===== src/rtl/core_ctrl_pkg.sv =====
// Shared definitions for the core pipeline control blocks: hazard FSM states,
// logic level constants and the load-code encoding that drives EX_IS_LOAD.
package core_ctrl_pkg;

    typedef enum logic {
        ST_IDLE    = 1'b0,
        ST_MC_BUSY = 1'b1
    } hz_state_t;

    localparam logic HIGH = 1'b1;
    localparam logic LOW  = 1'b0;

    localparam int                         LOAD_CODE_WIDTH = 3;
    localparam logic [LOAD_CODE_WIDTH-1:0] LOAD_CODE_NONE  = '0;

    // The execution stage derives EX_IS_LOAD from its load code with this helper.
    function automatic logic is_load_code(input logic [LOAD_CODE_WIDTH-1:0] code);
        return (code != LOAD_CODE_NONE);
    endfunction

endpackage


===== src/rtl/hazard_perf_counter.sv =====
// Generic event counter used for hazard statistics; wraps by default,
// or holds at all-ones when SATURATE is set.
module hazard_perf_counter #(
    parameter int WIDTH    = 32,
    parameter bit SATURATE = 1'b0
) (
    input  logic             clk,
    input  logic             rst_n,
    input  logic             inc,
    output logic [WIDTH-1:0] count
);

    logic at_max;

    assign at_max = SATURATE && (&count);

    always_ff @(posedge clk or negedge rst_n) begin
        if (!rst_n) begin
            count <= '0;
        end else if (inc && !at_max) begin
            count <= count + WIDTH'(1);
        end
    end

endmodule


===== src/rtl/pipeline_hazard_controller.sv =====
// Stall/flush sequencer for the 5-stage core: freeze, multi-cycle ALU, taken branch, load-use.
// Optional performance counters are built when HAZARD_PERF_CNT_EN is defined.
//
// state      | meaning
// -----------+----------------------------------------------------------
// ST_IDLE    | no multi-cycle op in flight; branch/load-use resolved here
// ST_MC_BUSY | multi-cycle op holds EX; counter==0 marks the release cycle
module pipeline_hazard_controller
    import core_ctrl_pkg::*;
#(
    parameter int REG_ADD_WIDTH  = 5,
    parameter int MC_LATENCY     = 4,
    parameter int MC_CNT_WIDTH   = 4,
    parameter int PERF_CNT_WIDTH = 32
) (
    input  logic                     CLK,
    input  logic                     RST_N,
    input  logic [REG_ADD_WIDTH-1:0] ID_RS1_ADDRESS,
    input  logic [REG_ADD_WIDTH-1:0] ID_RS2_ADDRESS,
    input  logic                     ID_RS1_USED,
    input  logic                     ID_RS2_USED,
    input  logic [REG_ADD_WIDTH-1:0] EX_RD_ADDRESS,
    input  logic                     EX_IS_LOAD,
    input  logic                     EX_MULTI_CYCLE,
    input  logic                     BRANCH_TAKEN,
    input  logic                     MEM_ACCESS,
    input  logic                     DCACHE_READY,
    output logic                     STALL_FETCH_STAGE,
    output logic                     STALL_DECODE_STAGE,
    output logic                     STALL_EXECUTION_STAGE,
    output logic                     STALL_MEMORY_STAGE,
    output logic                     CLEAR_FETCH_STAGE,
    output logic                     CLEAR_DECODE_STAGE,
    output logic                     CLEAR_EXECUTION_STAGE,
    output logic                     MC_BUSY
`ifdef HAZARD_PERF_CNT_EN
    ,
    output logic [PERF_CNT_WIDTH-1:0] STALL_CYCLE_COUNT,
    output logic [PERF_CNT_WIDTH-1:0] FLUSH_COUNT
`endif
);

    localparam logic [MC_CNT_WIDTH-1:0] MC_CNT_LOAD = MC_CNT_WIDTH'(MC_LATENCY - 2);

    if (MC_LATENCY < 2 || MC_LATENCY > 16) begin : g_bad_latency
        $error("pipeline_hazard_controller: MC_LATENCY must be 2..16");
    end
    if ((MC_LATENCY - 2) >= (1 << MC_CNT_WIDTH)) begin : g_bad_cnt_width
        $error("pipeline_hazard_controller: MC_CNT_WIDTH too small for MC_LATENCY-2");
    end
    if (PERF_CNT_WIDTH < 1) begin : g_bad_perf_width
        $error("pipeline_hazard_controller: PERF_CNT_WIDTH must be positive");
    end

    hz_state_t                 state;
    hz_state_t                 state_nxt;
    logic [MC_CNT_WIDTH-1:0]   mc_cnt;
    logic [MC_CNT_WIDTH-1:0]   mc_cnt_nxt;
    logic                      freeze;
    logic                      load_use;
    logic                      rs1_hit;
    logic                      rs2_hit;
    logic                      mc_last;

    assign freeze   = MEM_ACCESS & ~DCACHE_READY;
    assign rs1_hit  = ID_RS1_USED & (ID_RS1_ADDRESS == EX_RD_ADDRESS);
    assign rs2_hit  = ID_RS2_USED & (ID_RS2_ADDRESS == EX_RD_ADDRESS);
    assign load_use = EX_IS_LOAD & (EX_RD_ADDRESS != '0) & (rs1_hit | rs2_hit);
    assign mc_last  = (mc_cnt == '0);

    always_ff @(posedge CLK or negedge RST_N) begin
        if (!RST_N) begin
            state  <= ST_IDLE;
            mc_cnt <= '0;
        end else begin
            state  <= state_nxt;
            mc_cnt <= mc_cnt_nxt;
        end
    end

    always_comb begin
        state_nxt  = state;
        mc_cnt_nxt = mc_cnt;
        if (!freeze) begin
            case (state)
                ST_IDLE: begin
                    if (EX_MULTI_CYCLE) begin
                        state_nxt  = ST_MC_BUSY;
                        mc_cnt_nxt = MC_CNT_LOAD;
                    end
                end
                ST_MC_BUSY: begin
                    // The release cycle returns to IDLE without re-arming on the same op.
                    if (mc_last) begin
                        state_nxt = ST_IDLE;
                    end else begin
                        mc_cnt_nxt = mc_cnt - MC_CNT_WIDTH'(1);
                    end
                end
                default: begin
                    state_nxt  = ST_IDLE;
                    mc_cnt_nxt = '0;
                end
            endcase
        end
    end

    always_comb begin
        STALL_FETCH_STAGE     = LOW;
        STALL_DECODE_STAGE    = LOW;
        STALL_EXECUTION_STAGE = LOW;
        STALL_MEMORY_STAGE    = LOW;
        CLEAR_FETCH_STAGE     = LOW;
        CLEAR_DECODE_STAGE    = LOW;
        CLEAR_EXECUTION_STAGE = LOW;
        MC_BUSY               = (state == ST_MC_BUSY);
        if (!RST_N) begin
            // Bubbles are pushed into every clearable register while reset is held.
            CLEAR_FETCH_STAGE     = HIGH;
            CLEAR_DECODE_STAGE    = HIGH;
            CLEAR_EXECUTION_STAGE = HIGH;
        end else if (freeze) begin
            STALL_FETCH_STAGE     = HIGH;
            STALL_DECODE_STAGE    = HIGH;
            STALL_EXECUTION_STAGE = HIGH;
            STALL_MEMORY_STAGE    = HIGH;
        end else if (state == ST_MC_BUSY) begin
            if (!mc_last) begin
                STALL_FETCH_STAGE     = HIGH;
                STALL_DECODE_STAGE    = HIGH;
                CLEAR_EXECUTION_STAGE = HIGH;
            end
        end else if (EX_MULTI_CYCLE) begin
            STALL_FETCH_STAGE     = HIGH;
            STALL_DECODE_STAGE    = HIGH;
            CLEAR_EXECUTION_STAGE = HIGH;
        end else if (BRANCH_TAKEN) begin
            CLEAR_FETCH_STAGE  = HIGH;
            CLEAR_DECODE_STAGE = HIGH;
        end else if (load_use) begin
            STALL_FETCH_STAGE  = HIGH;
            CLEAR_DECODE_STAGE = HIGH;
        end
    end

`ifdef HAZARD_PERF_CNT_EN
    logic branch_flush;

    assign branch_flush = RST_N & ~freeze & (state == ST_IDLE) & ~EX_MULTI_CYCLE & BRANCH_TAKEN;

    hazard_perf_counter #(
        .WIDTH    (PERF_CNT_WIDTH),
        .SATURATE (1'b0)
    ) u_stall_cnt (
        .clk   (CLK),
        .rst_n (RST_N),
        .inc   (STALL_FETCH_STAGE),
        .count (STALL_CYCLE_COUNT)
    );

    hazard_perf_counter #(
        .WIDTH    (PERF_CNT_WIDTH),
        .SATURATE (1'b0)
    ) u_flush_cnt (
        .clk   (CLK),
        .rst_n (RST_N),
        .inc   (branch_flush),
        .count (FLUSH_COUNT)
    );
`endif

endmodule


===== config.mk =====
export PLATFORM = sky130hd
export DESIGN_NAME = pipeline_hazard_controller
export DESIGN_NICKNAME = d
export VERILOG_FILES = /design/src/rtl/core_ctrl_pkg.sv /design/src/rtl/hazard_perf_counter.sv /design/src/rtl/pipeline_hazard_controller.sv
export SDC_FILE = /design/constraint.sdc
export NUM_CORES = 1
export LEC_CHECK = 0
export ABC_AREA = 1
export CORE_ASPECT_RATIO = 1.2
export CORE_UTILIZATION = 25
export CTS_BUF_LIST = sky130_fd_sc_hd__clkbuf_8 sky130_fd_sc_hd__clkbuf_16
export CTS_CLUSTER_DIAMETER = 200
export DETAILED_ROUTE_END_ITERATION = 16
export GPL_TIMING_DRIVEN = 0
export HOLD_SLACK_MARGIN = 0.08
export MAX_ROUTING_LAYER = met4
export PLACE_DENSITY = 0.66
export REMOVE_ABC_BUFFERS = 1
export SLEW_MARGIN = 20
export SYNTH_ARGS = -nofsm -noshare
export SYNTH_HDL_FRONTEND = slang
export SYNTH_SLANG_ARGS = --single-unit

===== constraint.sdc =====
create_clock -name CLK -period 2.74 [get_ports CLK]
set_clock_uncertainty 0.1 [all_clocks]
set_input_delay 0.548 -clock CLK [delete_from_list [all_inputs] [get_ports CLK]]
set_output_delay 0.548 -clock CLK [all_outputs]
set_load 0.005 [all_outputs]

# --- After elaboration in Yosys (flattened, before gate mapping) ---
# Cells that the tools add are included.
# W data, S select, Z words.
totals:
  ff_bits: 5
  out_inout_bits: 8
classes:
  n_addsub: 1
  eq_ne: 4
  n_mux: 29
  bitwise: 9
  reduce_logical: 3
ops:
  columns: ["op", "count"]
  rows:
  - ["$mux W1", 25]
  - ["$eq A5 B5 Y1", 2]
  - ["$mux W4", 2]
  - ["$pmux W4 S2", 1]
  - ["$and A1 B1 Y1", 5]
  - ["$reduce_bool A5 Y1", 1]
  - ["$logic_not A4 Y1", 1]
  - ["$ne A2 B2 Y1 const B", 2]
  - ["$sub A4 B1 Y4 const B", 1]
  - ["$not A1 Y1", 3]
  - ["$reduce_and A3 Y1", 1]
  - ["$pmux W1 S2", 1]
  - ["$or A1 B1 Y1", 1]

# --- Logic depth before layout (Yosys ltp) ---
logic_depth:
  word_depth: 10
  mapped_depth: 8
  ltp_nobuf: 8

# --- Worst setup path after synthesis ---
# Ideal clock, no wire load.
synth_timing:
  kind: "input-to-output"
  startpoint: "input MEM_ACCESS"
  endpoint: "output STALL_FETCH_STAGE"
  arrival_time_ps: 1192
  slack_ps: 900
  path_stages: 6
  n_path_buf: 0
  cell_sequence: "inv_1 nor2_1 inv_1 nor2_1 a31oi_1 nand2_1"
synth_between:
  elab_chain_cells: 3
synth_lines:
  columns: ["element", "line", "text"]
  rows:
  - ["from (decl)", "pipeline_hazard_controller.sv:26", "input logic MEM_ACCESS,"]
  - ["$and A1 B1 Y1", "pipeline_hazard_controller.sv:65", "assign freeze = MEM_ACCESS & ~DCACHE_READY;"]
  - ["$mux W1", "pipeline_hazard_controller.sv:122", "end else if (freeze) begin"]
  - ["$mux W1", "pipeline_hazard_controller.sv:117", "if (!RST_N) begin"]
  - ["to (decl)", "pipeline_hazard_controller.sv:28", "output logic STALL_FETCH_STAGE,"]
# Every way passes these cells.

# --- Final worst setup path ---
layout_timing:
  startpoint: "input MEM_ACCESS"
  endpoint: "output STALL_DECODE_STAGE"
layout_between:
  elab_chain_cells: 3
layout_lines:
  columns: ["element", "line", "text"]
  rows:
  - ["$and A1 B1 Y1", "pipeline_hazard_controller.sv:65", null]
  - ["$mux W1", "pipeline_hazard_controller.sv:122", null]
  - ["$mux W1", "pipeline_hazard_controller.sv:117", null]
  - ["to (decl)", "pipeline_hazard_controller.sv:29", "output logic STALL_DECODE_STAGE,"]
# Every way passes these cells.

==> impl_metrics.tcl <==
set metrics [dict create \
    setup_ws_ns 0.09581 \
    synth-seq-cells 5 \
    die_w_um 45.76 \
    cts_tree "yes" \
    ys_seq_area_share_pct 21.79 \
    first_pass_iters 4 \
    overflow 0 \
    status "finished clean" \
    leakage_nw 0.5440 \
    clk_pin_slew_ns 0.04 \
    ys.flop_type "dfrtp_1" \
    crit_required_ns 2.09 \
    synth_top_area_share_pct 24.18 \
    grt_usage_pct 14.03 \
    die_h_um 54.51 \
    area_delta_synth_final_pct 71.02 \
    end_kind "output pin" \
    synth_edf_count 0 \
    wl_per_cell_um 8.665 \
    rows 18 \
    pwr_density_cell_mw_per_mm2 555.3 \
    synth_area_leader_cell "nand2_1" \
    syn_avg_cell_area_um2 5.522 \
    cp_max_fo 3 \
    die-area_mm2 0.002494 \
    drv_slew 0 \
    drive_above_1_share_pct 13.57 \
    fmax_mhz 378.2 \
    async_flop_share_pct 100.0 \
    ys_warn_count 0 \
    grt_pass1_wl_um 2463 \
    slew-limit-headroom_pct 70.80 \
    period_share_pct 96.50 \
    hold_buffers 0 \
    diodes 0 \
    final.setup.tns_ns 0 \
    clockRootBuffer "clkbuf_8" \
    yosysMostFrequentCell "nand2_1" \
    post-route-min-period_ns 2.644 \
    finalHoldViolCount 0 \
    grt_max_degree 11 \
    synth.area.top_cells "nand2_1 (24%), dfrtp_1 (22%), inv_1 (15%)" \
    drc 0 \
    numCtsBuffers 3 \
    dp_hpwl_um 1150 \
    ios 32 \
    critPathLaunchType "input port" \
    synthCells 104 \
    final_nets 166 \
    viasPerCell 4.118 \
    htreeDepth 1 \
    wirelength_um 1473 \
    fillers 236 \
    worst_hold_path_type "input port to asynchronous set/reset pin" \
    peakVddDrop_mv 0.4197 \
    start_util_pct 27.13 \
    cts_sinks 5 \
    maxCapViolations 0 \
    post-route-util_pct 46.39 \
    synth_cell_types 18 \
    tightest_slew_ns 0.4380 \
    clk_path_buf_depth 2 \
    core_mm2 0.002117 \
    synthesis.area_um2 574.3 \
    final_antenna_net_count 0 \
    path_class "input port to output pin" \
    vias 700 \
    setup_viol 0 \
    insertion_delay_ns 0.23 \
    gp_congestion 0.7899 \
    first_global_vias 680 \
    rsz0062_at_grt "false" \
    synth_commonest_cells "nand2_1 (37), inv_1 (23), nor2_1 (12), nand3_1 (8), dfrtp_1 (5)" \
    drt_iter0_markers 6 \
    portBuffers 31 \
    cp.arrival_ns 2.00 \
    post-place-ws_ns -0.2158 \
    antenna_found_initial 0 \
]
## logic make-up (layout without fill, tap and decap cells)
kind of cell             after synthesis  count (layout)  share of synthesized area [%]
flip-flops                             5               5                          21.79
XOR/XNOR                               2               2                          3.051
AO/OA/AOI/OAI                          7               7                          8.280
buffers and inverters                 27              63                          18.30
adder cells (fa/ha/maj)                1               1                          2.178
AND/OR/NAND/NOR                       62              62                          46.41
## state kept, by name, summed over array words and instances (netlist names)
| register | flops |
|---|---|
| mc_cnt | 4 |
| MC_BUSY | 1 |
## layout by cell type, fill, tap and decap left out, types with 2 or more instances in the layout
master           instances
buf_4                    2
xor2_1                   2
o21ai_0                  4
nand3_1                  8
nor2_4                   3
inv_2                    6
nand2_1                 36
dfrtp_1                  5
inv_1                   21
dlygate4sd2_1            4
nor2_1                  10
clkdlybuf4s50_1         25
clkbuf_8                 3
## path summary, 6_finish.rpt
path / startpoint / to / slack (ns) / cells past startpoint
hold reg to reg: mc_cnt[3] / mc_cnt[3] / 0.42 / 2
max in group asynchronous: RST_N / mc_cnt[3] / 2.00 / 1
min in group CLK: mc_cnt[3] / mc_cnt[3] / 0.42 / 2
setup / recovery: MEM_ACCESS / STALL_DECODE_STAGE / 0.1 / 8
setup reg to reg: mc_cnt[0] / mc_cnt[0] / 1.36 / 7
hold / removal: RST_N / mc_cnt[1] / 0.24 / 1
## critical path: stages
cell	delay (ns)
clkdlybuf4s50_1	0.45
inv_1	0.06
nor2_4	0.12
inv_2	0.07
nor2_4	0.11
a31oi_1	0.07
inv_1	0.08
clkdlybuf4s50_1	0.49
## stage by stage
step,std cells,hold WS [ns],total power [mW],area (µm²)
floorplan,103,0.1524,0.2965,566.8
global placement,164,0.4214,0.4044,914.6
detailed placement,164,0.4245,0.4110,914.6
CTS,170,0.2803,0.5506,977.2
global route,170,0.2773,0.6041,982.2
finish,170,0.2381,0.5454,982.2
## layer usage
metal / up-vias / track usage [%] / wire [µm]
li1: 380 / - / -
met1: 295 / 12.63 / 572
met2: 23 / 27.14 / 753
met3: 2 / 2.640 / 124
met4: 0 / 7.353 / 23
met5: - / - / 0
## power breakdown
part,switching (mW),leakage [nW],internal (mW),total (mW)
Combinational,0.141,0.456,0.136,0.277
Sequential,0.0267,0.0614,0.106,0.133
Clock,0.0392,0.0269,0.0963,0.135
## repair_timing
item	4_1_cts	5_1_grt
pin swaps	1	0
setup endpoints to repair	5	2
cloned	0	0
gates resized for setup	11	6
setup buffers	2	0
hold endpoints to repair	0	0
## final cells by class
class / count / area [µm²] / share of cell area (%)
multi-input combinational: 72 / 361.6 / 36.82
clock buffer: 3 / 41.29 / 4.204
sequential: 5 / 125.1 / 12.74
inverter: 26 / 97.59 / 9.936
tap: 30 / 37.54 / 3.822
clock inverter: 1 / 3.754 / 0.3822
timing repair buffer: 33 / 315.3 / 32.10
Power figures use the tool's default switching activity.
